--- src/rtl/pe_pkg.sv ---
// Shared definitions for the PE job sequencer: state encoding, default widths
// and the vector-length clamp helper.
package pe_pkg;

  localparam int unsigned DATA_W_DEF = 8;
  localparam int unsigned OUT_W_DEF  = 8;
  localparam int unsigned DEPTH_DEF  = 32;
  localparam int unsigned ADDR_W_DEF = 6;

  typedef enum logic [2:0] {
    ST_IDLE   = 3'd0,
    ST_CLR    = 3'd1,
    ST_LOAD_W = 3'd2,
    ST_LOAD_I = 3'd3,
    ST_DRAIN  = 3'd4
  } state_t;

  // A zero or oversized length means "full buffer".
  function automatic int unsigned LEN_CLAMP(input int unsigned len, input int unsigned depth);
    return ((len == 0) || (len > depth)) ? depth : len;
  endfunction

endpackage

--- src/rtl/pe_sequencer.sv ---
// Runs one dot-product job on a PE: clear, stream weights, stream inputs,
// wait out the PE pipeline, then capture the result.
module pe_sequencer
  import pe_pkg::*;
#(
  parameter int unsigned DATA_W = DATA_W_DEF,
  parameter int unsigned OUT_W  = OUT_W_DEF,
  parameter int unsigned DEPTH  = DEPTH_DEF,
  parameter int unsigned ADDR_W = ADDR_W_DEF,
  parameter int unsigned PE_LAT = 2
) (
  input  logic              clk,
  input  logic              reset,
  input  logic              start,
  input  logic [ADDR_W-1:0] vec_len,
  output logic              busy,
  output logic              done,
  output logic              wbuf_rd,
  output logic [ADDR_W-1:0] wbuf_addr,
  input  logic [DATA_W-1:0] wbuf_data,
  output logic              ibuf_rd,
  output logic [ADDR_W-1:0] ibuf_addr,
  input  logic [DATA_W-1:0] ibuf_data,
  output logic              pe_reset,
  output logic [DATA_W-1:0] pe_w,
  output logic [DATA_W-1:0] pe_in,
  input  logic [OUT_W-1:0]  pe_out,
  output logic [OUT_W-1:0]  result,
  output logic              result_valid
);

  localparam int unsigned DCNT_W = (PE_LAT > 1) ? $clog2(PE_LAT) : 1;

  state_t            state, state_nxt;
  logic [ADDR_W-1:0] cnt, cnt_nxt;
  logic [ADDR_W-1:0] len_m1, len_m1_nxt;
  logic [DCNT_W-1:0] dcnt, dcnt_nxt;
  logic              done_nxt;
  logic [OUT_W-1:0]  result_nxt;

  // Next state, counters and decoded outputs; reads run one cycle ahead of use.
  always_comb begin
    state_nxt  = state;
    cnt_nxt    = cnt;
    len_m1_nxt = len_m1;
    dcnt_nxt   = dcnt;
    done_nxt   = 1'b0;
    result_nxt = result;
    busy       = 1'b0;
    wbuf_rd    = 1'b0;
    wbuf_addr  = '0;
    ibuf_rd    = 1'b0;
    ibuf_addr  = '0;
    pe_reset   = 1'b0;
    pe_w       = '0;
    pe_in      = '0;

    case (state)
      ST_IDLE: begin
        if (start) begin
          state_nxt  = ST_CLR;
          len_m1_nxt = ADDR_W'(LEN_CLAMP(32'(vec_len), DEPTH) - 32'd1);
          cnt_nxt    = '0;
          dcnt_nxt   = '0;
        end
      end
      ST_CLR: begin
        busy      = 1'b1;
        pe_reset  = 1'b1;
        wbuf_rd   = 1'b1;
        cnt_nxt   = '0;
        state_nxt = ST_LOAD_W;
      end
      ST_LOAD_W: begin
        busy = 1'b1;
        pe_w = wbuf_data;
        if (cnt == len_m1) begin
          // Prefetch input element 0 so LOAD_I starts without a bubble.
          ibuf_rd   = 1'b1;
          cnt_nxt   = '0;
          state_nxt = ST_LOAD_I;
        end else begin
          wbuf_rd   = 1'b1;
          wbuf_addr = ADDR_W'(cnt + 1'b1);
          cnt_nxt   = ADDR_W'(cnt + 1'b1);
        end
      end
      ST_LOAD_I: begin
        busy  = 1'b1;
        pe_in = ibuf_data;
        if (cnt == len_m1) begin
          dcnt_nxt  = '0;
          state_nxt = ST_DRAIN;
        end else begin
          ibuf_rd   = 1'b1;
          ibuf_addr = ADDR_W'(cnt + 1'b1);
          cnt_nxt   = ADDR_W'(cnt + 1'b1);
        end
      end
      ST_DRAIN: begin
        busy = 1'b1;
        if (dcnt == DCNT_W'(PE_LAT - 1)) begin
          done_nxt   = 1'b1;
          result_nxt = pe_out;
          state_nxt  = ST_IDLE;
        end else begin
          dcnt_nxt = DCNT_W'(dcnt + 1'b1);
        end
      end
      default: state_nxt = ST_IDLE;
    endcase
  end

  always_ff @(posedge clk) begin
    if (reset) begin
      state        <= ST_IDLE;
      cnt          <= '0;
      len_m1       <= '0;
      dcnt         <= '0;
      done         <= 1'b0;
      result_valid <= 1'b0;
      result       <= '0;
    end else begin
      state        <= state_nxt;
      cnt          <= cnt_nxt;
      len_m1       <= len_m1_nxt;
      dcnt         <= dcnt_nxt;
      done         <= done_nxt;
      result_valid <= done_nxt;
      result       <= result_nxt;
    end
  end

endmodule

--- config.mk ---
export PLATFORM = sky130hd
export DESIGN_NAME = pe_sequencer
export DESIGN_NICKNAME = d
export VERILOG_FILES = /design/src/rtl/pe_pkg.sv /design/src/rtl/pe_sequencer.sv
export SDC_FILE = /design/constraint.sdc
export NUM_CORES = 1
export LEC_CHECK = 0
export CAP_MARGIN = 5
export CORE_ASPECT_RATIO = 1.4
export CORE_MARGIN = 2
export CORE_UTILIZATION = 39
export DETAILED_ROUTE_END_ITERATION = 7
export HOLD_SLACK_MARGIN = 0.06
export PLACE_DENSITY = 0.79
export SLEW_MARGIN = 20
export SYNTH_ARGS = -nofsm -noshare
export SYNTH_HDL_FRONTEND = slang
export SYNTH_SLANG_ARGS = --single-unit
--- constraint.sdc ---
create_clock -name clk -period 2.7 [get_ports clk]
set_input_delay 0.54 -clock clk [delete_from_list [all_inputs] [get_ports clk]]
set_output_delay 0.54 -clock clk [all_outputs]
set_load 0.02 [all_outputs]
==> results <==
- The largest fanout of any net on the critical path is 15.
- In this run the mean area of a mapped cell was 7.78 sq um.
- The total setup buffers inserted after CTS is 0.
- The cell row count is 25.
- For this design the top-level I/O count stands at 75.
- The capturing element type of the critical path is an output pin.
- The commonest non-fill, non-tap cell in the layout is sky130_fd_sc_hd__clkdlybuf4s50_1.
- The worst setup path is launched from a register.
- Cells with a size suffix above 1 make up 7.39% of the layout.
- At the worst endpoint, the required time is 2160 ps.
- Setup violations remaining at the end of the flow were counted as 0.
- The effective utilization at floorplan is 41.3%.
- In the post-route analysis, the smallest setup slack over all paths is 124 ps.
- The run finished with clean final reports.
- The clock net in this run drives a total of 25 sinks.
- The number of DRC violations after detailed-routing iteration 0 is 15.
- The max-slew violation count came to 0.
- Sequential elements use 35.6% of the synthesized area.
- VDD sags by at most 0.346 mV.
- In the final routed layout, each cell accounts on average for 11.8 um.
- In the synthesized netlist the async set-or-reset flop fraction comes to 0%.
- The worst path in the final design needs a cycle of 2580 ps, including I/O delays and setup.
- The netlist area before placement is 0.00141 sq mm.
- The clock reaches the later pin of the worst-skew pair after 270 ps.
- The floorplan step set the die height to 75.1 um.
- Summing all non-filler instances in the final layout gives an area of 0.00225 sq mm.
- The transition time at the pin with the least slew margin is 474 ps.
- For this run, the total global-route usage over all layers was measured as 18.1%.
- In this run the number of H-tree levels came out at 1.
- Clock-pin slew was measured on the worst setup and hold paths at 80 ps.
- The die covers 0.00411 sq mm.
- Setup repair after global routing could not meet its margin everywhere.
- Counting flops with a built-in enable in the synthesized netlist gives 0.
- The final global-route overflow total is 0.
- The initial antenna violation count is 0.
- Entering global routing, the biggest net connects 20 pins.
- The number of antenna diodes in the final layout is 0.
- The standard cell core area is 0.00341 sq mm.
- The post-detailed-route via-to-cell ratio is 4.98.
- The critical path data arrival time is 2040 ps.
- In the synthesized netlist, the number of instances is 181.
- The horizontal extent of the die is 54.8 um.
- The maximum number of buffers from clock root to sink is 2.
- The number of nets in the synthesized netlist is 216.
- The number of maximum-capacitance constraint violations is 0.
- The worst path uses 95.4% of the clock period.
- The total power is 943 uW.
- Dividing total power by cell area gives a power density of 419 mW/mm^2.
- The post-detailed-placement half-perimeter wirelength is 2.85 mm.
- The number of hold-repair buffers added at the cts stage is 0.
- The number of global-route vias before repair is 1311.
- By startpoint and endpoint, the worst setup path is classified as register to output pin.
- The setup skew after layout is 5.36 ps.
- The count of antenna-violating nets left after detailed routing is 0.
- For this block, the routed nets add up to 3.52 mm of wire.
- Headroom to the max-slew limit came out at 68.2%.
- The first detailed-routing pass took 4 iterations.
- The relative area change from synthesis to final layout is 59.8%.
- The overall via count from detail_route is 1479.
- The count of warnings emitted by yosys is 0.
- At the end of routability-driven placement, the weighted congestion stood at 0.850.
- Buffers inserted during clock tree synthesis total 3.
- The prevailing post-synth register cell is sky130_fd_sc_hd__dfxtp_1.
- The maximum achievable frequency is 388 MHz.
- The number of hold-slack violations in the final timing report is 0.
- The post-synthesis cell type count is 37.
- At the placement stage, the worst setup path has a slack of 204 ps.
- The library cells used most frequently in the layout, excluding fill and tap cells, are 60 x sky130_fd_sc_hd__clkdlybuf4s50_1, 25 x sky130_fd_sc_hd__dfxtp_1, 19 x sky130_fd_sc_hd__nand2_1, 17 x sky130_fd_sc_hd__nor3_1, 17 x sky130_fd_sc_hd__and2_1.
- The global-route wire length before repair is 5.52 mm.
- After synthesis the netlist holds a flip-flop and latch count of 25.
- The DRC violation count after routing is 0.
- CTS placed an instance of sky130_fd_sc_hd__clkbuf_8 at the clock tree root.
- For this design the static power due to leakage is 0.000893 uW.
- The total cell area at the placement stage is 0.00221 sq mm.
- The number of input and output port buffers inserted is 74.
- The path type of the worst min-delay path is register to register.
- TritonCTS built the clock tree.
- The final layout contains 293 nets.
stage by stage:
stage | util (%) | instances | hold WS (ps) | setup TNS [ps]
2_1_floorplan | - | 181 | 458 | 0
5_1_grt | 66.0 | 297 | 472 | -83.1
3_5_place_dp | 64.9 | 293 | 446 | 0
4_1_cts | 65.8 | 297 | 458 | 0
3_3_place_gp | 64.9 | 293 | 441 | 0
6_report | 66.0 | 297 | 454 | 0
worst max-delay path, cell delays in order (launching register included):
cell and delay (ps):
sky130_fd_sc_hd__dfxtp_1 330, sky130_fd_sc_hd__xor2_1 170, sky130_fd_sc_hd__or4_4 570, sky130_fd_sc_hd__nor2_1 100, sky130_fd_sc_hd__buf_4 200, sky130_fd_sc_hd__nor3_1 70, sky130_fd_sc_hd__dlygate4sd2_1 330
repair_timing:
item                                    in CTS  in global routing
resized for setup                           13                  3
pin swaps                                    0                  0
gates cloned                                 0                  0
endpoints found under the setup margin      13                 17
path summary, 6_finish.rpt:
path | cells after the start | slack [ps] | endpoint | startpoint
min | 2 | 450 | result[3] | result[3]
max reg2reg | 4 | 950 | cnt[1] | cnt[2]
min reg2reg | 2 | 450 | result[3] | result[3]
max | 6 | 120 | wbuf_addr[1] | cnt[2]
registers in the layout, indices dropped and copies added (netlist names):
signal        cells
cnt               6
dcnt              1
len_m1            6
result            8
result_valid      1
state             3
synth_stat cells, drive strengths merged (2+ instances only):
library cell  number  share of area (%)
dfxtp             25                 36
and2              17                7.6
o211ai             2                1.1
xnor2              7                4.4
a211oi             2                1.1
buf                2                1.1
o21ai              3                1.1
nor3              17                6.0
ha                 2                1.8
xor2               6                3.7
a311oi             2                1.2
a31oi              2               0.89
clkbuf             8                2.1
o22ai              4                1.8
or2                2               0.89
nand2b             4                1.8
nor2              15                4.0
inv                9                2.4
a21oi             11                3.9
nand2             19                5.1
nand3              7                2.5
power by group:
| part | switching (uW) | internal [uW] | leakage, uW |
|---|---|---|---|
| combinational | 170 | 159 | 0.000667 |
| sequential | 13.9 | 385 | 0.000203 |
| clock | 110 | 105 | 0.0000228 |
| total | 294 | 649 | 0.000893 |
layer usage:
metal,GRT usage (%),share of wire (%)
met1,18.1,39
met2,34.4,53
met3,2.98,5.3
met4,8.61,1.8
met5,0,0
cell families after synthesis:
group,synth area share (%)
simple gates,32.1
xor+xnor,8.09
buf+inv,5.60
flops,35.6
mux,1.51
compound gates,15.4
fa+ha+maj,1.78
area by class of cell:
| type | instances | area, sq um |
|---|---|---|
| Inverter | 9 | 33.8 |
| Tap cell | 40 | 50.0 |
| Sequential cell | 25 | 500 |
| Fill cell | 300 | 1160 |
| Timing Repair Buffer | 82 | 787 |
| Multi-Input combinational cell | 137 | 833 |
| Clock buffer | 4 | 45.0 |
Power figures use the tool's default switching activity.
